===== config.mk =====
export PLATFORM = sky130hd
export DESIGN_NAME = wb_arbiter
export DESIGN_NICKNAME = d
export VERILOG_FILES = /design/src/rtl/wb_pkg.sv /design/src/rtl/wb_fifo.sv /design/src/rtl/wb_arbiter.sv
export SDC_FILE = /design/constraint.sdc
export NUM_CORES = 1
export LEC_CHECK = 0
export ABC_AREA = 1
export BUFFER_PORTS_ARGS = -buffer_cell sky130_fd_sc_hd__buf_2
export CORE_MARGIN = 10
export CORE_UTILIZATION = 35
export DETAILED_ROUTE_END_ITERATION = 10
export GPL_TIMING_DRIVEN = 0
export PLACE_DENSITY = 0.56
export REMOVE_ABC_BUFFERS = 1
export SYNTH_ARGS = -nofsm -noshare
export SYNTH_HDL_FRONTEND = slang
export SYNTH_SLANG_ARGS = --single-unit
export TNS_END_PERCENT = 50

===== constraint.sdc =====
create_clock -name clk -period 4.4 [get_ports clk]
set_input_delay 0.88 -clock clk [delete_from_list [all_inputs] [get_ports clk]]
set_output_delay 0.88 -clock clk [all_outputs]
set_load 0.01 [all_outputs]

===== src/rtl/wb_pkg.sv =====
// Shared types and constants for the write-back arbiter slice.
// Entry widths follow WB_ADDR_W/WB_DATA_W; wb_arbiter's width parameters default to them.
package wb_pkg;

  localparam int WB_DATA_W = 32;
  localparam int WB_ADDR_W = 5;
  localparam logic [WB_ADDR_W-1:0] WB_ZERO_REG = '0;

  typedef struct packed {
    logic                 live;
    logic [WB_ADDR_W-1:0] addr;
    logic [WB_DATA_W-1:0] data;
  } wb_entry_t;

endpackage


===== src/rtl/wb_fifo.sv =====
// Slow-result FIFO: storage, wrapping pointers and occupancy count, with an
// address-match kill port and parallel live/addr views for hazard lookup.
module wb_fifo
  import wb_pkg::*;
#(
  parameter int DEPTH  = 4,
  parameter int ADDR_W = WB_ADDR_W,
  localparam int PTR_W = $clog2(DEPTH),
  localparam int CNT_W = $clog2(DEPTH + 1)
) (
  input  logic                         clk,
  input  logic                         rst,
  input  logic                         push,
  input  wb_entry_t                    push_entry,
  input  logic                         pop,
  input  logic                         kill_en,
  input  logic [ADDR_W-1:0]            kill_addr,
  output wb_entry_t                    head,
  output logic [CNT_W-1:0]             count,
  output logic [DEPTH-1:0]             live_vec,
  output logic [DEPTH-1:0][ADDR_W-1:0] addr_vec
);

  wb_entry_t        mem [DEPTH];
  logic [PTR_W-1:0] wr_ptr;
  logic [PTR_W-1:0] rd_ptr;
  logic             push_killed;

  // A same-cycle ALU write to the same register is younger, so the incoming entry is born dead.
  assign push_killed = kill_en && (push_entry.addr == kill_addr);

  // Popped slots drop their live bit, so live_vec only ever flags occupied entries.
  always_ff @(posedge clk) begin
    if (rst) begin
      wr_ptr <= '0;
      rd_ptr <= '0;
      count  <= '0;
      for (int i = 0; i < DEPTH; i++) mem[i].live <= 1'b0;
    end else begin
      for (int i = 0; i < DEPTH; i++)
        if (kill_en && mem[i].addr == kill_addr) mem[i].live <= 1'b0;
      if (pop) begin
        mem[rd_ptr].live <= 1'b0;
        rd_ptr           <= rd_ptr + 1'b1;
      end
      if (push) begin
        mem[wr_ptr]      <= push_entry;
        mem[wr_ptr].live <= push_entry.live && !push_killed;
        wr_ptr           <= wr_ptr + 1'b1;
      end
      if (push && !pop)      count <= count + 1'b1;
      else if (pop && !push) count <= count - 1'b1;
    end
  end

  assign head = mem[rd_ptr];

  always_comb begin
    for (int i = 0; i < DEPTH; i++) begin
      live_vec[i] = mem[i].live;
      addr_vec[i] = mem[i].addr;
    end
  end

endmodule


===== src/rtl/wb_arbiter.sv =====
// Register-file write-port arbiter: ALU results win, slow results queue in wb_fifo.
// Define WB_BYPASS_EN to let a slow result skip the empty FIFO on an idle port.
module wb_arbiter
  import wb_pkg::*;
#(
  parameter int DATA_W = WB_DATA_W,
  parameter int ADDR_W = WB_ADDR_W,
  parameter int DEPTH  = 4
) (
  input  logic              clk,
  input  logic              rst,
  input  logic              alu_we,
  input  logic [ADDR_W-1:0] alu_waddr,
  input  logic [DATA_W-1:0] alu_wdata,
  input  logic              s_valid,
  output logic              s_ready,
  input  logic [ADDR_W-1:0] s_waddr,
  input  logic [DATA_W-1:0] s_wdata,
  output logic              we,
  output logic [ADDR_W-1:0] waddr,
  output logic [DATA_W-1:0] wdata,
  input  logic [ADDR_W-1:0] q1addr,
  input  logic [ADDR_W-1:0] q2addr,
  output logic              q1_pend,
  output logic              q2_pend
);

  localparam int CNT_W = $clog2(DEPTH + 1);

  wb_entry_t                    push_entry;
  wb_entry_t                    head;
  logic [CNT_W-1:0]             count;
  logic [DEPTH-1:0]             live_vec;
  logic [DEPTH-1:0][ADDR_W-1:0] addr_vec;
  logic                         empty, push, pop, kill_en, bypass;

  assign empty   = (count == '0);
  assign s_ready = !rst && (count < CNT_W'(DEPTH));
  assign kill_en = !rst && alu_we && (alu_waddr != WB_ZERO_REG);
  assign pop     = !rst && !alu_we && !empty;

`ifdef WB_BYPASS_EN
  assign bypass = !rst && !alu_we && empty && s_valid;
`else
  assign bypass = 1'b0;
`endif

  assign push       = s_valid && s_ready && !bypass;
  assign push_entry = '{live: (s_waddr != WB_ZERO_REG), addr: s_waddr, data: s_wdata};

  wb_fifo #(.DEPTH(DEPTH), .ADDR_W(ADDR_W)) u_fifo (
    .clk        (clk),
    .rst        (rst),
    .push       (push),
    .push_entry (push_entry),
    .pop        (pop),
    .kill_en    (kill_en),
    .kill_addr  (alu_waddr),
    .head       (head),
    .count      (count),
    .live_vec   (live_vec),
    .addr_vec   (addr_vec)
  );

  // An ALU write to r0 still owns the port, so the FIFO holds off that cycle.
  always_comb begin
    we    = 1'b0;
    waddr = '0;
    wdata = '0;
    if (!rst) begin
      if (alu_we) begin
        we    = (alu_waddr != WB_ZERO_REG);
        waddr = alu_waddr;
        wdata = alu_wdata;
      end else if (pop) begin
        we    = head.live;
        waddr = head.addr;
        wdata = head.data;
      end else if (bypass) begin
        we    = (s_waddr != WB_ZERO_REG);
        waddr = s_waddr;
        wdata = s_wdata;
      end
    end
  end

  always_comb begin
    q1_pend = 1'b0;
    q2_pend = 1'b0;
    for (int i = 0; i < DEPTH; i++) begin
      if (live_vec[i] && addr_vec[i] == q1addr) q1_pend = 1'b1;
      if (live_vec[i] && addr_vec[i] == q2addr) q2_pend = 1'b1;
    end
    if (rst || q1addr == WB_ZERO_REG) q1_pend = 1'b0;
    if (rst || q2addr == WB_ZERO_REG) q2_pend = 1'b0;
  end

endmodule


## Word-level counts from Yosys, hierarchy flattened

Memory sizes are Yosys's and may differ from the RTL's. A register that Yosys moved wholly into a read port is not among the register bits.
Cells that the tools add are included.

| storage, ports and cells | value |
|---|---|
| word-level logic and storage cells | 115 |
| RAM bits | 152 |
| memories kept | 1 |
| output and inout port bits | 41 |
| flip-flop bits (word level) | 7 |
| bits of input ports | 88 |

Memories:

| memory | words | bits a word | read ports | clocked after memory_dff | wr ports | RTL line | text |
|---|---|---|---|---|---|---|---|
| u_fifo.mem | 4 | 38 | 5 | 1 | 5 | wb_fifo.sv:24 | `wb_entry_t mem [DEPTH];` |

| cells by class | value |
|---|---|
| add/sub/neg operators | 4 |
| reduce and logical (&&, ||, !) cells | 37 |
| $lt $le $gt $ge | 1 |
| bitwise logic cells | 5 |
| eq/ne operators | 13 |
| muxes and demuxes | 51 |

Operators by type and width:

| operator | number |
|---|---|
| 32-bit 2-to-1 mux | 3 |
| 5-bit == test | 13 |
| 1-bit 2-to-1 mux | 38 |
| 38-bit 2-to-1 mux | 1 |
| 38-bit OR reduction | 1 |
| 1-bit logical AND | 22 |
| 5-bit 2-to-1 mux | 3 |
| 5-bit logical NOT | 2 |
| 5-bit nonzero test | 2 |
| 2-bit 2-to-1 mux | 4 |
| 1-bit logical NOT | 6 |
| 3-bit 2-to-1 mux | 2 |
| 1-bit OR | 5 |
| 2-bit by 1-bit adder with 2-bit output, second input constant | 2 |
| 3-bit by 1-bit adder with 3-bit output, second input constant | 1 |
| 3-bit logical NOT | 1 |
| 3-bit < comparator, second input constant | 1 |
| 3-bit by 1-bit subtractor with 3-bit output, second input constant | 1 |
| 1-bit logical OR | 2 |
| 2-bit nonzero test | 1 |

## Longest topological paths before layout

Gate-level depths: netlist (run 1).

| depth | value |
|---|---|
| depth in word-level cells | 9 |
| mapped depth | 11 |
| depth with buffers taken out | 10 |

## Modules after synthesis

Synthesis (run 1) repeated with hierarchy kept, for this count alone.

| second synthesis, totals | value |
|---|---|
| cell total of the unflattened synthesis | 878 |
| area total of the unflattened synthesis | 8020.2 µm² |

Modules (own cells, without submodules):

| module | instances | area an instance (µm²) | cells an instance | seq. area each (µm²) |
|---|---|---|---|---|
| wb_fifo | 1 | 6729.0 | 552 | 4744.6 |
| wb_arbiter | 1 | 1291.2 | 326 | 0.0 |

## Worst setup path after synthesis (run 1)

OpenSTA, ideal clock, no wires.

| path | value |
|---|---|
| kind | input to register |
| start point | input rst |
| end point | memory u_fifo.mem[0][37] (netlist bit), enable pin |
| slack | 1029 ps |
| setup time | 299 ps |
| data arrival time | 3072 ps |
| path buffers | 1 |
| cell stages on the path | 6 |
| data required time | 4101 ps |
| path through | buf_6 nor2_4 nand2_4 nor2_1 nor2_1 nand3_1 |

RTL lines:

| element | RTL line | text |
|---|---|---|
| start, declared | wb_arbiter.sv:11 | `input logic rst,` |
| end, declared | wb_fifo.sv:24 |  |

==> impl_results.md, run 1 <==
* Outcome: finished clean
* R2R depth at 8
* Final wirelength at 20,660 um
* CTS clk-pin slew, worst paths at roughly 60 ps
* Hold wc startpoint: u_fifo.rd_ptr[0]
* Post-Syn Area at 0.007919 mm2
* Commonest non-fill, non-tap cell in the layout: nand2_1
* First-pass GRT wire length at ~32,000 um
* Post-cts resize count at 0
* CP max FO at 87
* Max Freq at ~260 MHz
* Layout Skew at about 8.9 ps
* Synthesized instance count at between 800 and 900
* Setup violations, final at 0
* Actual slew at the worst max-slew pin at 1266 ps
* Area Overhead vs Synth at 18.79%
* Slew headroom at 15.51%
* Drt first-iter violations at between 300 and 400
* Initial cell density of the core at about 36%
* Vias per cell at 4.740
* CTS sink count at 161
* WS Path Type: flip-flop to output pin
* DP HPWL at between 10,000 and 15,000 um
* Port bufs at 128
* Post-route cell area at 0.009407 mm2
* Worst Setup End Kind: output pin
* Final non-filler cell total at 1,255
* Synth area leader: edfxtp_1
* Via count at 5,949
* Die X at 170.4 um
* Initial antenna violation count at 2
* Num rows at 54
* Hold Crit Class: flip-flop to flip-flop
* Pwr Total at 4.013 mW
* Avg Cell Area, Syn at roughly 9.3 um2
* Clk Latency, worst-skew pair at 420 ps
* Library cells used by synthesis at 31
* Reg2reg start: u_fifo.count[2]
* # IOs at roughly 130
* Placer Congestion at 0.8853
* Tot GR Track Use at 14.34%
* Number of global-route vias before repair at 5,962
* Pwr per Cell Area at approximately 430 mW/mm2
* Register area share after synthesis at 59.91%
* Post-CTS setup buffer count at 0
* Slew Limit Fails at 0
* Gr ovfl total at 0
* Final setup TNS at 0 ps
* Worst EP arrival at 2900 ps
* Top cells by area, synth: edfxtp_1, nand2_1, nand3_1, nor2_1, dfxtp_1
* Synth Register Bits at 161
* Crit path capture: wdata[18]
* Largest net degree at the start of global routing at 88
* Fin. Hold Viols at 0
* Max Cap Violations at 0
* Post-CTS Hold Buffers at 0
* CTS tree: done
* Core Box Area at 0.02203 mm2
* R2R setup slack at 2540 ps
* Crit share post-route at a little under nine tenths
* Reg2reg end: u_fifo.mem[2][37]
* Nets at 1,057
* Yosys warns at 0
* Die Y at 170.4 um
* Root Driver: clkbuf_16
* Leakage at about 4.0 nW
* Post-route DRC at 0
* DR WL/cell at between 15 and 20 um
* Post-DRT Antenna Nets at 0
* Placed Cells incl. Taps at 1,220
* Die ar. at about 0.029 mm2
* Post-synth top area share at 57.64%
* RSZ-0062 raised after global routing: false
* First-pass DRT Iterations at 5
* Clock H-tree levels at 4
* CP required at 3520 ps
* Finished Core Util at 42.71%
* CTS buffer count at 17
* Type of origin of the critical path: flip-flop
* CTS max path bufs at 2
* Placed Instance Area at 0.008783 mm2
* Max VDD drop at around 0.25 mV
* Share of layout cells above drive strength 1 at 18.72%
* Most frequent cells in the layout: nand2_1, edfxtp_1, buf_2
* Min Clock Period, post-route at 3782 ps
[critical path, stage by stage (launching register included)]
cell	delay, ps
dfxtp_4	920
inv_2	780
nand2_1	210
nand3_1	100
nand3_1	190
nand2_1	60
buf_2	140
[how the worst min path moves through the flow]
stage                        to  slack, ps  cells past startpoint
2_1_floorplan   u_fifo.count[0]        470                      1
3_3_place_gp    u_fifo.count[0]        490                      1
3_5_place_dp          flip-flop        500                      1
4_1_cts               flip-flop        520                      1
5_1_grt        u_fifo.rd_ptr[0]        540                      1
6_report              flip-flop        520                      1
[layout make-up]
type	instances	area (um2)
Inverter	52	203.9
Clock buffer	17	425.4
Fill cell	2157	12620
Timing Repair Buffer	133	748.2
Clock inverter	15	190.2
Multi-Input combinational cell	594	2731
Tap cell	280	350.3
Antenna cell	3	7.507
Sequential cell	161	4750
[metal layers]
| layer | GRT usage [%] | part of all wire [%] | wire, um |
|---|---|---|---|
| met5 | 0 | 0 | 0 |
| met4 | 5.568 | 2.1 | 442 |
| met1 | 17.26 | 44 | 9024 |
| met3 | 3.378 | 5.3 | 1085 |
| met2 | 24.34 | 49 | 10110 |
[synth_stat cells]
library cell  instances
nor2_1               60
nor2_4                2
ha_1                  9
clkbuf_2              1
o21ai_0              23
buf_6                 6
nand2_1             324
edfxtp_1            152
nor2_2                1
nand4_1               5
clkinv_2              1
xor2_1               15
o31ai_1               2
nand3_4               1
o21ai_1               1
fa_1                  1
xnor2_1               9
clkbuf_1              3
nand2_4               1
inv_2                 2
nor3_1                1
inv_4                 1
nand3_1             119
buf_4                 6
dfxtp_1               9
nand3_2               1
clkinv_4              1
inv_1                47
a21oi_1              17
nand2_2               2
buf_2                25
[through the flow]
| stage | hold slack (ps) | worst slack, ps |
|---|---|---|
| 6_report | 517.5 | 617.5 |
| 5_1_grt | 544.4 | 311.4 |
| 4_1_cts | 515.9 | 530.7 |
| 3_5_place_dp | 502.6 | 848.0 |
| 3_3_place_gp | 487.2 | -1416 |
| 2_1_floorplan | 466.5 | 674.3 |
[cell families after synthesis]
logic type                 share of synthesized area, %
DFF                                               59.91
AOI/OAI and AO/OA                                 2.781
adders and majority gates                         1.675
xor gates and xnor gates                          2.655
and+or+nand+nor                                   27.19
buffers and inverters                             5.783
[registers in the layout, summed over array words and instances (netlist names), named ones only]
signal,count
u_fifo.rd_ptr,2
u_fifo.wr_ptr,2
u_fifo.count,3
u_fifo.mem,152
[report_power, final]
| group | leakage (nW) | total (mW) | internal [mW] | switching, mW |
|---|---|---|---|---|
| registers | 1.46 | 1.84 | 1.76 | 0.0820 |
| logic | 2.26 | 0.643 | 0.224 | 0.418 |
| clock network | 0.303 | 1.53 | 0.945 | 0.582 |
Power figures use the tool's default switching activity.
==> run 2: changes to the inputs <==
PLACE_DENSITY = not set   (was 0.56)
PLACE_DENSITY_LB_ADDON = 0.15   (was not set)
==> impl_results.md, run 2 (same netlist as run 1, synthesis figures left out) <==
* Outcome: finished clean
* Most crowded layer after global routing: met2
* Finished Core Util at 42.52%
* Placed Cells incl. Taps at 1,221
* CTS max path bufs at 2
* Post-cts resize count at 0
* Internal power at 2.774 mW
* Number of global-route vias before repair at 5,855
* Final wirelength at 20,830 um
* Leakage at approximately 4.0 nW
* Tot GR Track Use at 14.56%
* DP HPWL at 13,600 um
* Post-route cell area at 0.009366 mm2
* Root Driver: clkbuf_16
* Post-CTS Hold Buffers at 0
* Post-place setup slack at 860.7 ps
* Placed Instance Area at approximately 0.0088 mm2
* CTS clk-pin slew, worst paths at 60 ps
* CTS buffer count at 17
* Slew headroom at 15.54%
* Max VDD drop at 0.2852 mV
* Final non-filler cell total at between 1,000 and 1,500
* # IOs at approximately 130
* Share of layout cells above drive strength 1 at 19.03%
* Clk network pwr share at 35.7%
* DR WL/cell at around 17 um
* Max Cap Violations at 0
* Seq. cell area at ~0.0047 mm2
* Setup ws final at 820.1 ps
* Largest net degree at the start of global routing at 67
* Worst EP arrival at 2700 ps
* Met3 Use GR at 3.494%
* Post-route DRC at 0
* CP required at 3520 ps
* Post-DRT Antenna Nets at 0
* First-pass GRT wire length at 32,460 um
* Worst Setup End Kind: output pin
* Max reg flops at 152
* Initial antenna violation count at 4
* Logic pwr share at 17.3%
* CTS tree: done
* Actual slew at the worst max-slew pin at 1267 ps
* Die Y at approximately 170 um
* P_sw at 1.103 mW
* Pwr Total at 3.878 mW
* GR Util met2 at 24.61%
* CP max FO at between 60 and 70
* Clock H-tree levels at 4
* Sw frac at 28.46%
* Filler Cell Count at 2,189
* Vias per cell at 4.726
* Clk Latency, worst-skew pair at 420 ps
* RSZ-0062 raised after global routing: false
* Top reg by flops: u_fifo.mem
* Gr ovfl total at 0
* Cell depth of the worst hold path at 1
* CTS sink count at between 150 and 200
* Layout Skew at 6.898 ps
* R2R depth at 8
* WS Path Type: flip-flop to output pin
* Setup violations, final at 0
* Top Registers: u_fifo.mem x152, u_fifo.count x3
* Area Overhead vs Synth at 18.28%
* Sequential Power Share at 46.9%
* Pwr per Cell Area at 414.0 mW/mm2
* First-pass DRT Iterations at 4
* Type of origin of the critical path: flip-flop
* Slew Limit Fails at 0
* Drt first-iter violations at 372
* Num rows at 54
* Port bufs at 128
* Max Freq at 279.3 MHz
* Post-CTS setup buffer count at 0
* Min Clock Period, post-route at 3580 ps
* Most frequent cells in the layout: nand2_1, edfxtp_1, buf_2
* Initial cell density of the core at 35.95%
* Die ar. at 0.02904 mm2
* Hold Crit Class: flip-flop to flip-flop
* Die X at roughly 170 um
* Commonest non-fill, non-tap cell in the layout: nand2_1
* Via count at between 5,000 and 6,000
* Placer Congestion at 0.8867
* WHS at a little over 500 ps
* Met1 usage at 18.07%
* Nets at 1,058
* Area of the multi-input gates at 0.002731 mm2
* Core Box Area at between 0.02 and 0.025 mm2
* Crit share post-route at 81.36%
* Final setup TNS at 0 ps
* Fin. Hold Viols at 0
-- run 2: cell types whose count changed in the layout (fill, tap and decap cells not counted) --
cell,delta
diode_2,-1
clkinv_2,-1
inv_6,+3
clkinvlp_4,+5
inv_8,+1
buf_12,+1
clkinv_1,-3
bufinv_16,-3
clkinv_4,-3
-- run 2: power by group through the flow --
stage	Sequential [mW]	Combinational (mW)	Clock, mW
5_1_grt	1.83	0.772	1.48
4_1_cts	1.82	0.693	1.41
6_report	1.82	0.672	1.38
3_3_place_gp	1.90	0.628	0
3_5_place_dp	1.85	0.691	0
2_1_floorplan	1.86	0.380	0
-- run 2: worst max-delay path: stages, from the launching register on --
cell and delay (ps):
dfxtp_4 470, buf_16 250, inv_2 920, nand2_1 130, nand3_1 120, nand3_1 120
nand2_1 90, buf_2 130
-- run 2: cell type report --
cell class	count	share of cell area (%)
inverter	52	2.177
sequential	161	50.71
antenna	2	0.05343
timing repair buffer	134	8.202
tap	280	3.740
clock buffer	17	4.542
multi-input combinational	594	29.16
clock inverter	14	1.416
-- run 2: per-layer routing --
metal  up-vias  routed length [um]
li1       3041                   -
met5         -                  32
met4         6                 193
met3        21                1163
met2       151               10130
met1      2707                9310
-- run 2: final timing paths --
path	slack, ps	startpoint	end
setup / recovery	820	flip-flop	wdata[4]
hold reg to reg	510	u_fifo.count[0]	u_fifo.count[0]
hold / removal	510	u_fifo.count[0]	u_fifo.count[0]
setup reg to reg	2560	u_fifo.count[2]	u_fifo.mem[2][37]
==> run 3: changes to the inputs <==
clock period = 3.15 ns   (was 4.4 ns; I/O delays follow)
==> impl_results.md, run 3 (same netlist as run 1, synthesis figures left out) <==
* Core Box Area at around 0.022 mm2
* Initial cell density of the core at 35.95%
* Clock H-tree levels at 4
* Top reg by flops: u_fifo.mem
* Share of layout cells above drive strength 1 at 19.12%
* P_sw at around 1.6 mW
* Most frequent cells in the layout: nand2_1, edfxtp_1, buf_2
* Clk network pwr share at a little over a third
* Sw frac at 28.59%
* Max VDD drop at 0.3949 mV
* Actual slew at the worst max-slew pin at 1161 ps
* Logic pwr share at 17.4%
* Slew Limit Fails at 0
* Clk Latency, worst-skew pair at between 400 and 500 ps
* Min Clock Period, post-route at 2999 ps
* CTS clk-pin slew, worst paths at ~60 ps
* Worst EP arrival at 2370 ps
* Internal power at a little under 4 mW
* CTS sink count at 161
* Post-CTS Hold Buffers at 0
* Max Cap Violations at 0
* # IOs at 129
* CTS max path bufs at 2
* DR WL/cell at 17.10 um
* Tot GR Track Use at 14.56%
* Post-place setup slack at 110.7 ps
* CP max FO at 38
* Slew headroom at 22.53%
* RSZ-0062 raised after global routing: true
* Post-route DRC at 0
* CP required at 2520 ps
* Area Overhead vs Synth at 18.39%
* Type of origin of the critical path: flip-flop
* Top Registers: u_fifo.mem x152, u_fifo.count x3
* Crit-path max cell delay at 680 ps
* Layout Skew at 6.780 ps
* Max Freq at 333.5 MHz
* DP HPWL at 13,600 um
* Finished Core Util at 42.56%
* First-pass GRT wire length at 32,460 um
* Setup violations, final at 0
* Most common cell on crit path: o21ai_0
* Via count at 5,948
* Largest net degree at the start of global routing at 67
* Filler Cell Count at 2,188
* CP Cell Sequence: buf_12 -> inv_2 -> a21oi_1 -> o21ai_0 -> nand3_1 -> o21ai_0 -> buf_2
* Sequential Power Share at 46.9%
* Placer Congestion at about 0.89
* Bufs and invs on worst path at 3
* Pwr per Cell Area at 578.5 mW/mm2
* Post-route cell area at 0.009375 mm2
* Port bufs at 128
* Leakage at 3.992 nW
* Gr ovfl total at 0
* Setup ws final at 151.4 ps
* Number of global-route vias before repair at 5,855
* Worst Setup End Kind: output pin
* Num rows at 54
* CTS tree: done
* Die X at ~170 um
* Outcome: finished clean
* Final wirelength at around 21,000 um
* Hold Crit Class: primary input to flip-flop
* Root Driver: clkbuf_16
* Initial antenna violation count at 4
* Fin. Hold Viols at 0
* CP top delay family: buffers and inverters
* Nets at 1,059
* Post-DRT Antenna Nets at 0
* First-pass DRT Iterations at 4
* Post-CTS setup buffer count at 0
* Commonest non-fill, non-tap cell in the layout: nand2_1
* Placed Instance Area at roughly 0.0088 mm2
* WS Path Type: flip-flop to output pin
* Drt first-iter violations at 392
* Die Y at around 170 um
* Die ar. at slightly below 0.03 mm2
* Crit share post-route at 95.19%
* Vias per cell at 4.743
* CTS buffer count at 17
* Max reg flops at 152
* Slowest-stage cell, CP: inv_2
## run 3: cell count changes in the layout (fill, tap and decap cells not counted)
cell,previous run,this run
inv_6,4,5
inv_2,5,4
diode_2,2,1
nor2_2,1,2
## run 3: final cells by class
type	instances	area (um2)	area share (%)
diodes	1	2.502	0.02669
clock buffers	17	425.4	4.538
clock inverters	14	132.6	1.415
inverters	52	209.0	2.229
multi-input cells	595	2738	29.20
flip-flops and latches	161	4750	50.66
well taps	280	350.3	3.737
repair buffers	134	768.2	8.194
## run 3: final timing paths
path	from	to	slack, ps	depth (start not counted)
hold reg to reg	u_fifo.count[0]	u_fifo.count[0]	520	1
setup / recovery	flip-flop	waddr[1]	150	7
hold / removal	s_wdata[20]	u_fifo.mem[0][20]	420	1
setup reg to reg	u_fifo.count[2]	u_fifo.mem[2][37]	1300	8
## run 3: per-stage QoR
stage	power, mW	hold slack, ps	cells	TNS (ps)
floorplan	3.126	466.5	807	-10750
global placement	3.531	491.5	1215	-201370
detailed placement	3.553	502.7	1221	0
CTS	5.483	408.7	1252	0
global route	5.699	408.6	1253	-29.04
finish	5.423	422.9	1254	0
## run 3: power by group through the flow
stage | clock network (mW) | registers, mW | logic, mW
global placement | 0 | 2.65 | 0.877
floorplan | 0 | 2.59 | 0.531
global route | 2.06 | 2.56 | 1.08
detailed placement | 0 | 2.59 | 0.965
finish | 1.93 | 2.54 | 0.946
CTS | 1.97 | 2.54 | 0.967
## run 3: layer usage
metal | up-vias | track usage [%] | wire [um]
li1 | 3044 | - | -
met5 | - | 0 | 32
met2 | 144 | 24.61 | 10490
met1 | 2735 | 18.07 | 9651
met3 | 19 | 3.494 | 1080
met4 | 6 | 4.310 | 191
## run 3: timing repair
item / in CTS / in global routing
cloned: 0 / 1
pin swaps: 0 / 1
resized for setup: 1 / 1
endpoints found under the setup margin: 33 / 8
